**config.mk**
```make
export PLATFORM = sky130hd
export DESIGN_NAME = cache_arbiter_flat
export DESIGN_NICKNAME = d
export VERILOG_FILES = /design/src/rtl/cache_arbiter_if.sv /design/src/rtl/cache_arbiter.sv /design/src/flat_wrapper.sv
export SDC_FILE = /design/constraint.sdc
export NUM_CORES = 1
export LEC_CHECK = 0
export ABC_AREA = 1
export ABC_CLOCK_PERIOD_IN_PS = 9900
export CORE_AREA = 2 2 538 540
export DETAILED_ROUTE_END_ITERATION = 12
export DIE_AREA = 0 0 540 542
export MAX_ROUTING_LAYER = met4
export SLEW_MARGIN = 5
export SYNTH_ARGS = -nofsm -noshare
export SYNTH_HDL_FRONTEND = slang
export SYNTH_SLANG_ARGS = --single-unit
```
**constraint.sdc**
```tcl
create_clock -name clk -period 9.9 [get_ports clk]
set_clock_uncertainty 0.15 [all_clocks]
set_input_delay 1.98 -clock clk [delete_from_list [all_inputs] [get_ports clk]]
set_output_delay 1.98 -clock clk [all_outputs]
set_load 0.01 [all_outputs]
```
**src/rtl/cache_arbiter_if.sv**
```systemverilog
// cache_arbiter_if
//   Bundles the instruction-cache port, the data-cache port and the
//   cacheline-adapter (dfp) port of the cache arbiter.
//   Modports:
//     slave  - the arbiter: takes cache requests and adapter responses,
//              drives cache responses and adapter requests.
//     master - the environment: the two caches plus the adapter.
//   Signals:
//     i_addr/i_read -> i_rdata/i_resp              instruction-cache line reads
//     d_addr/d_read/d_write/d_wdata -> d_rdata/d_resp  data-cache reads/writebacks
//     dfp_addr/dfp_read/dfp_write/dfp_wdata -> dfp_rdata/dfp_resp  adapter side
interface cache_arbiter_if;
    logic [31:0]  i_addr;
    logic         i_read;
    logic [255:0] i_rdata;
    logic         i_resp;

    logic [31:0]  d_addr;
    logic         d_read;
    logic         d_write;
    logic [255:0] d_wdata;
    logic [255:0] d_rdata;
    logic         d_resp;

    logic [31:0]  dfp_addr;
    logic         dfp_read;
    logic         dfp_write;
    logic [255:0] dfp_wdata;
    logic [255:0] dfp_rdata;
    logic         dfp_resp;

    modport slave (
        input  i_addr, i_read, d_addr, d_read, d_write, d_wdata, dfp_rdata, dfp_resp,
        output i_rdata, i_resp, d_rdata, d_resp, dfp_addr, dfp_read, dfp_write, dfp_wdata
    );

    modport master (
        output i_addr, i_read, d_addr, d_read, d_write, d_wdata, dfp_rdata, dfp_resp,
        input  i_rdata, i_resp, d_rdata, d_resp, dfp_addr, dfp_read, dfp_write, dfp_wdata
    );
endinterface

```
**src/rtl/cache_arbiter.sv**
```systemverilog
// cache_arbiter
//   Shares one cacheline adapter between an instruction cache and a data
//   cache. One line transaction is in flight at a time; a tie in IDLE goes to
//   the cache that was not granted last. The granted request is captured at
//   grant time and replayed to the adapter until it responds; the response is
//   forwarded to the owner in the same cycle. A one-cycle RECOVER state after
//   every response keeps a requester that is slow to drop its request from
//   being granted twice.
//   Ports:
//     clk  - clock, rising edge
//     rst  - asynchronous active-high reset
//     bus  - cache_arbiter_if.slave (both cache ports and the adapter port)
module cache_arbiter (
    input  logic           clk,
    input  logic           rst,
    cache_arbiter_if.slave bus
);

    typedef enum logic [1:0] {IDLE, I_BUSY, D_BUSY, RECOVER} state_t;

    localparam logic GRANT_I = 1'b0;
    localparam logic GRANT_D = 1'b1;

    state_t       state_q, state_d;
    logic         last_grant_q, last_grant_d;
    logic [31:0]  addr_q, addr_d;
    logic         write_q, write_d;
    logic [255:0] wdata_q, wdata_d;

    logic i_req;
    logic d_req;
    logic busy;

    // Line addresses are 32-byte aligned, so the low five request address
    // bits never reach the adapter.
    logic unused_addr_bits;
    assign unused_addr_bits = ^{bus.i_addr[4:0], bus.d_addr[4:0]};

    assign i_req = bus.i_read;
    assign d_req = bus.d_read | bus.d_write;
    assign busy  = (state_q == I_BUSY) || (state_q == D_BUSY);

    always_comb begin
        // NOTE: every variable gets its hold value first, so no branch can
        // leave one unassigned and infer a latch.
        state_d      = state_q;
        last_grant_d = last_grant_q;
        addr_d       = addr_q;
        write_d      = write_q;
        wdata_d      = wdata_q;

        case (state_q)
            IDLE: begin
                // I wins when it is alone or when D was granted last.
                if (i_req && (!d_req || last_grant_q == GRANT_D)) begin
                    state_d      = I_BUSY;
                    last_grant_d = GRANT_I;
                    addr_d       = {bus.i_addr[31:5], 5'b0};
                    write_d      = 1'b0;
                    wdata_d      = '0;
                end else if (d_req) begin
                    state_d      = D_BUSY;
                    last_grant_d = GRANT_D;
                    addr_d       = {bus.d_addr[31:5], 5'b0};
                    // A writeback beats a read when both are raised.
                    write_d      = bus.d_write;
                    wdata_d      = bus.d_write ? bus.d_wdata : '0;
                end
            end
            I_BUSY, D_BUSY: begin
                if (bus.dfp_resp) begin
                    state_d = RECOVER;
                end
            end
            RECOVER: state_d = IDLE;
            default: state_d = IDLE;
        endcase
    end

    always_ff @(posedge clk or posedge rst) begin
        if (rst) begin
            state_q      <= IDLE;
            last_grant_q <= GRANT_D;
            addr_q       <= '0;
            write_q      <= 1'b0;
            wdata_q      <= '0;
        end else begin
            // NOTE: non-blocking assignments so every register samples the
            // pre-edge values, independent of statement order.
            state_q      <= state_d;
            last_grant_q <= last_grant_d;
            addr_q       <= addr_d;
            write_q      <= write_d;
            wdata_q      <= wdata_d;
        end
    end

    // Adapter side is driven purely from the captured request, gated by the
    // busy states so it reads as zero everywhere else (including in reset).
    assign bus.dfp_addr  = busy ? addr_q : '0;
    assign bus.dfp_read  = busy & ~write_q;
    assign bus.dfp_write = busy & write_q;
    assign bus.dfp_wdata = busy ? wdata_q : '0;

    assign bus.i_rdata = bus.dfp_rdata;
    assign bus.d_rdata = bus.dfp_rdata;

    // Zero-cycle response forwarding to whichever cache owns the transaction.
    assign bus.i_resp = (state_q == I_BUSY) & bus.dfp_resp;
    assign bus.d_resp = (state_q == D_BUSY) & bus.dfp_resp;

endmodule

```
**src/flat_wrapper.sv**
```systemverilog
// flat-port wrapper written by rule: the top's interface ports become plain ports
module cache_arbiter_flat 
  (clk, rst, bus_i_addr, bus_i_read, bus_d_addr, bus_d_read, bus_d_write, bus_d_wdata, bus_dfp_rdata, bus_dfp_resp, bus_i_rdata, bus_i_resp, bus_d_rdata, bus_d_resp, bus_dfp_addr, bus_dfp_read, bus_dfp_write, bus_dfp_wdata);
  cache_arbiter_if bus_i ();
  input  logic clk;
  input  logic rst;
  input wire logic [$bits(bus_i.i_addr)-1:0] bus_i_addr;
  input wire logic [$bits(bus_i.i_read)-1:0] bus_i_read;
  input wire logic [$bits(bus_i.d_addr)-1:0] bus_d_addr;
  input wire logic [$bits(bus_i.d_read)-1:0] bus_d_read;
  input wire logic [$bits(bus_i.d_write)-1:0] bus_d_write;
  input wire logic [$bits(bus_i.d_wdata)-1:0] bus_d_wdata;
  input wire logic [$bits(bus_i.dfp_rdata)-1:0] bus_dfp_rdata;
  input wire logic [$bits(bus_i.dfp_resp)-1:0] bus_dfp_resp;
  output wire logic [$bits(bus_i.i_rdata)-1:0] bus_i_rdata;
  output wire logic [$bits(bus_i.i_resp)-1:0] bus_i_resp;
  output wire logic [$bits(bus_i.d_rdata)-1:0] bus_d_rdata;
  output wire logic [$bits(bus_i.d_resp)-1:0] bus_d_resp;
  output wire logic [$bits(bus_i.dfp_addr)-1:0] bus_dfp_addr;
  output wire logic [$bits(bus_i.dfp_read)-1:0] bus_dfp_read;
  output wire logic [$bits(bus_i.dfp_write)-1:0] bus_dfp_write;
  output wire logic [$bits(bus_i.dfp_wdata)-1:0] bus_dfp_wdata;
  assign bus_i.i_addr = bus_i_addr;
  assign bus_i.i_read = bus_i_read;
  assign bus_i.d_addr = bus_d_addr;
  assign bus_i.d_read = bus_d_read;
  assign bus_i.d_write = bus_d_write;
  assign bus_i.d_wdata = bus_d_wdata;
  assign bus_i.dfp_rdata = bus_dfp_rdata;
  assign bus_i.dfp_resp = bus_dfp_resp;
  assign bus_i_rdata = bus_i.i_rdata;
  assign bus_i_resp = bus_i.i_resp;
  assign bus_d_rdata = bus_i.d_rdata;
  assign bus_d_resp = bus_i.d_resp;
  assign bus_dfp_addr = bus_i.dfp_addr;
  assign bus_dfp_read = bus_i.dfp_read;
  assign bus_dfp_write = bus_i.dfp_write;
  assign bus_dfp_wdata = bus_i.dfp_wdata;
  cache_arbiter u_core (.clk(clk), .rst(rst), .bus(bus_i));
endmodule
```
Word-level counts from Yosys, hierarchy flattened:

Cells that the tools add are included.

* equal/unequal tests: 5
* multiplexer cells: 15
* bitwise gates (word level): 6
* reductions and logical operators: 9

Operator list (count)
* $mux W256: 4
* $mux W32: 3
* $mux W2: 3
* $pmux W2 S3: 1
* $and A1 B1 Y1: 4
* $eq A2 B2 Y1 const B: 2
* $mux W1: 4
* $reduce_and A2 Y1: 2
* $ne A3 B1 Y1 const B: 1
* $eq A2 B1 Y1 const B: 1
* $logic_not A2 Y1: 1
* $logic_or A1 B1 Y1: 2
* $ne A2 B2 Y1 const B: 1
* $reduce_bool A2 Y1: 1
* $reduce_or A2 Y1: 1
* $logic_and A1 B1 Y1: 1
* $logic_not A1 Y1: 1
* $not A1 Y1: 1
* $or A1 B1 Y1: 1

* bits in registers: 292
* input port bits: 582
* output and inout bits: 804

Logic depth before layout (Yosys ltp):

* word-level depth: 6
* gate-level depth with buffers: 9
* depth with buffers taken out: 8

Least setup slack after synthesis:

OpenSTA, ideal clock, no wires.

* path kind: in2out
* start point: input bus_dfp_rdata[0]
* end point: output bus_d_rdata[0]
* data arrival time: 2.099 ns
* data required time: 7.770 ns
* setup slack: 5.671 ns
* stages: 1
* cells stage by stage: buf_4

RTL lines
* start: declaration: RTL line flat_wrapper.sv:13 `input wire logic [$bits(bus_i.dfp_rdata)-1:0] bus_dfp_rdata;`
* end: declaration: RTL line flat_wrapper.sv:17 `output wire logic [$bits(bus_i.d_rdata)-1:0] bus_d_rdata;`

No word-level cell between the ends.

Worst setup path in the final report:

* start point: register u_core.state_q[0]
* end point: output bus_dfp_wdata[90]

* cells in the longest elaborated chain, start to end: 3
* elaborated cells on any way between the ends: 4
* those cells by class: 2 x eq/ne; 1 x mux; 1 x reduce/logical

RTL lines
* start: declaration: RTL line cache_arbiter.sv:24 `state_t state_q, state_d;`
* start signal: assignment: RTL line cache_arbiter.sv:90 `state_q <= state_d;`
* $eq A2 B1 Y1 or $eq A2 B2 Y1 (tied branches): RTL line cache_arbiter.sv:41 `assign busy = (state_q == I_BUSY) || (state_q == D_BUSY);`
* $logic_or A1 B1 Y1 *: RTL line cache_arbiter.sv:41
* $mux W256 *: RTL line cache_arbiter.sv:103 `assign bus.dfp_wdata = busy ? wdata_q : '0;`
* end: declaration: RTL line flat_wrapper.sv:22 `output wire logic [$bits(bus_i.dfp_wdata)-1:0] bus_dfp_wdata;`

Mark *: on every way between the ends. The rest lies on a longest branch, timed or not.

==> metrics list <==
- Count of unresolved DRC violations after routing: 0
- VDD sags by at most 0.000181 V.
- Vias in the first global route: 16,600
- Fraction of the core area covered by cells at the end of the flow: 9.27%
- Family with the most delay on the worst path: buffers and inverters
- Ratio of cells with drive above 1 in the final layout: 4.64%
- For this run, the register share of the synthesized area comes to 38.7%.
- The final route contains 16,700 vias.
- For this design the total switching power over the nets is 3.72 mW.
- The finished layout holds 6,339 standard cells, fillers aside.
- The run finished with clean final reports.
- Static power due to leakage: 12.7 nW
- Setup repair after global routing left no endpoint under its margin.
* Combinational share of power: 51.5%
- The worst setup path is of the reg -> out kind.
* Number of nets still failing antenna checks after routing: 0
- Clock-pin slew was measured on the worst setup and hold paths at 0.06 ns.
- Hold repair after CTS inserted 0 buffers.
- For this design, the sink count on the clock tree is 287.
* Worst min path class: reg -> reg
* DPL Wire Length: 172,000 microns
- The setup check on the worst reg-to-reg path leaves a slack of 6.40 ns.
- Overall overflow remaining after global route: 0
* Count of synthesis-stage warnings from yosys: 0
- Number of setup violations in the final report: 0
- The die covers 293,000 sq um.
- Flip-flop and latch count after synthesis: 287
* Worst hold margin: 0.325 ns
* Startpoint of the worst setup timing path: u_core.state_q[0]
- The pre-antenna-repair detailed-routing pass consisted of 5 iterations.
* Sequential share of power: 23.4%
* Maximum number of pins on one net before global-route repair: 139
- Among all stages on the critical path, the largest delay is contributed by clkdlybuf4s50_1.
* Net switching share of the total power: 48.4%
* Worst Setup End Kind: output port
* Count of buffer and inverter cells on the critical path: 5
- Starting density of the core: 6.46%
* Number of endpoints with negative hold slack in the final report: 0
- After synthesis, the largest area contributor takes up 38.6% of total cell area.
- Vert. Die Dim: 542 microns
* Area growth from synthesis to layout: 43.4%
* Main synth FF type: dfrtp_1
- Across the run, the number of max-cap violations was 0.
* Netlist Area Pre-Place: 18,500 sq um
- Commonest non-fill, non-tap cells in the layout: 892 x nand2_1, 600 x clkdlybuf4s50_1, 320 x inv_1
* Hold Startpoint: u_core.wdata_q[171]
- Die span in x: 540 microns
* Unique masters post-synth: 22
* Pin slew with the least headroom to its limit: 1.11 ns
- In this run, the clock network consumes 25.0% of the power.
- Registers take 7180 sq um.
* Setup bufs post-CTS: 0
* Share of synthesized flip-flops with an asynchronous set or reset: 100%
- Most common library cell in the layout ignoring fill and taps: nand2_1
* Initial DRC count: 1,341
- Max-slew headroom at the worst pin: 26.2%
- The root buffer cell chosen for the clock tree is clkbuf_16.
- For this run, the total global-route usage over all layers was measured as 13.5%.
- Clock latency on the worst-skew pair: 0.70 ns
* Multi-input gate area in the final layout: 5460 sq um
* Routability cong.: 0.792
- Wire length of the first global-routing pass: 236,000 microns
- Averaged over all synthesized cells, the footprint is 7.41 sq um.
- Using the TritonRoute via totals, the vias-per-cell ratio works out to 2.63.
* Kind of start point of the critical path: flip-flop
- In this run the number of H-tree levels came out at 2.
* Share of the cycle needed by the critical path after routing: 64.7%
* Data arrival time of the critical path: 4.27 ns
- Number of port buffers: 602
* Total detailed-routing wirelength: 198,000 microns
- Antenna violations before repair: 48
* Maximum achievable frequency: 0.156 GHz
- Final Max Slew Viols: 0
* CTS tree: built
* Detail-routed net length per standard cell: 31.3 microns
- Cell Chain, Critical Path: inv_1, ha_4, buf_4, buf_4, nand2_1, inv_1, clkdlybuf4s50_1
- Final setup TNS: 0 ns
- The worst register-to-register path begins at u_core.state_q[0].
- Along the worst path, the maximum fanout reaches 55.
- After floorplanning, the core was divided into 197 placement rows.
* Min cycle time layout: 6.40 ns
- Number of top-level design ports: 1,386
* Data required, critical path: 7.77 ns
* Synth Instances: 2,504
- The largest total area in the synthesized netlist belongs to dfrtp_1.
- Number of enable flip-flop cells after synthesis: 0
- Number of clock buffers inserted by TritonCTS: 47
- Gates resized during post-CTS repair numbered 0.
- After the last flow step, the layout net total stands at 3,091.
- Dividing total power by cell area gives a power density of 289 nW/um^2.
* Dominant cells by area after synthesis: dfrtp_1 39%, buf_4 22%, nand2_1 18%
* Max Buffers Root-to-Sink: 3
* CORE AREA: 287,000 sq um
- The filler cells instantiated in the layout total 33,600.
* Count of placed standard cells including taps: 6,238
- In this design, the stage delay of the slowest critical-path cell is 0.83 ns.
- Internal power component: 3.97 mW
==> power by group through the flow <==
stage | logic, mW | registers, mW | clock network [mW]
6_report | 3.96 | 1.80 | 1.93
5_1_grt | 4.41 | 1.84 | 2.03
4_1_cts | 4.06 | 1.80 | 2.01
3_5_place_dp | 4.04 | 1.81 | 0
3_3_place_gp | 4.04 | 1.81 | 0
2_1_floorplan | 2.05 | 1.72 | 0
==> layer usage <==
| layer | wire length [microns] | GRT usage [%] | vias to the layer above | share of wire [%] |
|---|---|---|---|---|
| met5 | 0 | - | - | 0 |
| met4 | 10400 | 6.53 | 0 | 5.3 |
| met3 | 64300 | 19.6 | 394 | 32 |
| met2 | 72100 | 16.5 | 1616 | 36 |
| met1 | 51400 | 9.76 | 7454 | 26 |
| li1 | - | - | 7198 | - |
==> state kept, by name, summed over array words and instances (netlist names) <==
name and flops:
u_core.write_q 1, u_core.last_grant_q 1, u_core.addr_q 27, u_core.state_q 2, u_core.wdata_q 256
==> logic make-up (layout without fill, tap and decap cells) <==
logic type	count (synthesis)	after routing	synth area share, %
simple gates	1210	1210	28.8
flops	287	287	38.7
other cells	1	19	0.0202
buf+inv	1000	1036	32.1
fa+ha+maj	3	3	0.202
compound gates	3	3	0.142
==> stage by stage <==
step | setup WS [ns] | total power, mW | cell area (sq um)
floorplan | 3.97 | 3.77 | 18600
global placement | 4.18 | 5.85 | 24800
detailed placement | 4.13 | 5.85 | 24800
CTS | 3.33 | 7.87 | 26600
global route | 3.16 | 8.28 | 26600
finish | 3.50 | 7.69 | 26600
==> synth_stat cells, types with 2 or more instances <==
cell type and n:
inv_1 321, buf_4 535, nand3b_1 27, buf_6 8
nand3_1 29, nand4_1 256, buf_2 102, nand2_1 892
ha_1 3, clkbuf_1 25, o21ai_0 2, nand2_4 2
dfrtp_1 286, buf_1 8
==> worst register-to-register path: stages (launching register included) <==
cell and delay (ns):
dfrtp_1 0.38, inv_1 0.10, ha_4 0.39, nand2_8 0.52, buf_4 0.63, buf_4 0.89
nand2_1 0.22, nand2_1 0.11
==> final cells by class <==
class | instances | area share (%)
inverters | 322 | 4.56
diodes | 14 | 0.132
flip-flops and latches | 287 | 27.0
multi-input cells | 1221 | 20.5
clock buffers | 58 | 4.77
clock inverters | 29 | 1.70
repair buffers | 627 | 23.5
well taps | 3781 | 17.8
==> final timing paths <==
| path | to | cells past startpoint |
|---|---|---|
| max in group asynchronous | u_core.wdata_q[205] | 4 |
| min in group asynchronous | u_core.wdata_q[36] | 3 |
| setup / recovery | bus_dfp_wdata[90] | 7 |
| hold / removal | u_core.wdata_q[171] | 2 |
| hold reg to reg | u_core.wdata_q[171] | 2 |
| setup reg to reg | u_core.wdata_q[118] | 7 |
No activity file was read; power rests on OpenSTA's default activity.
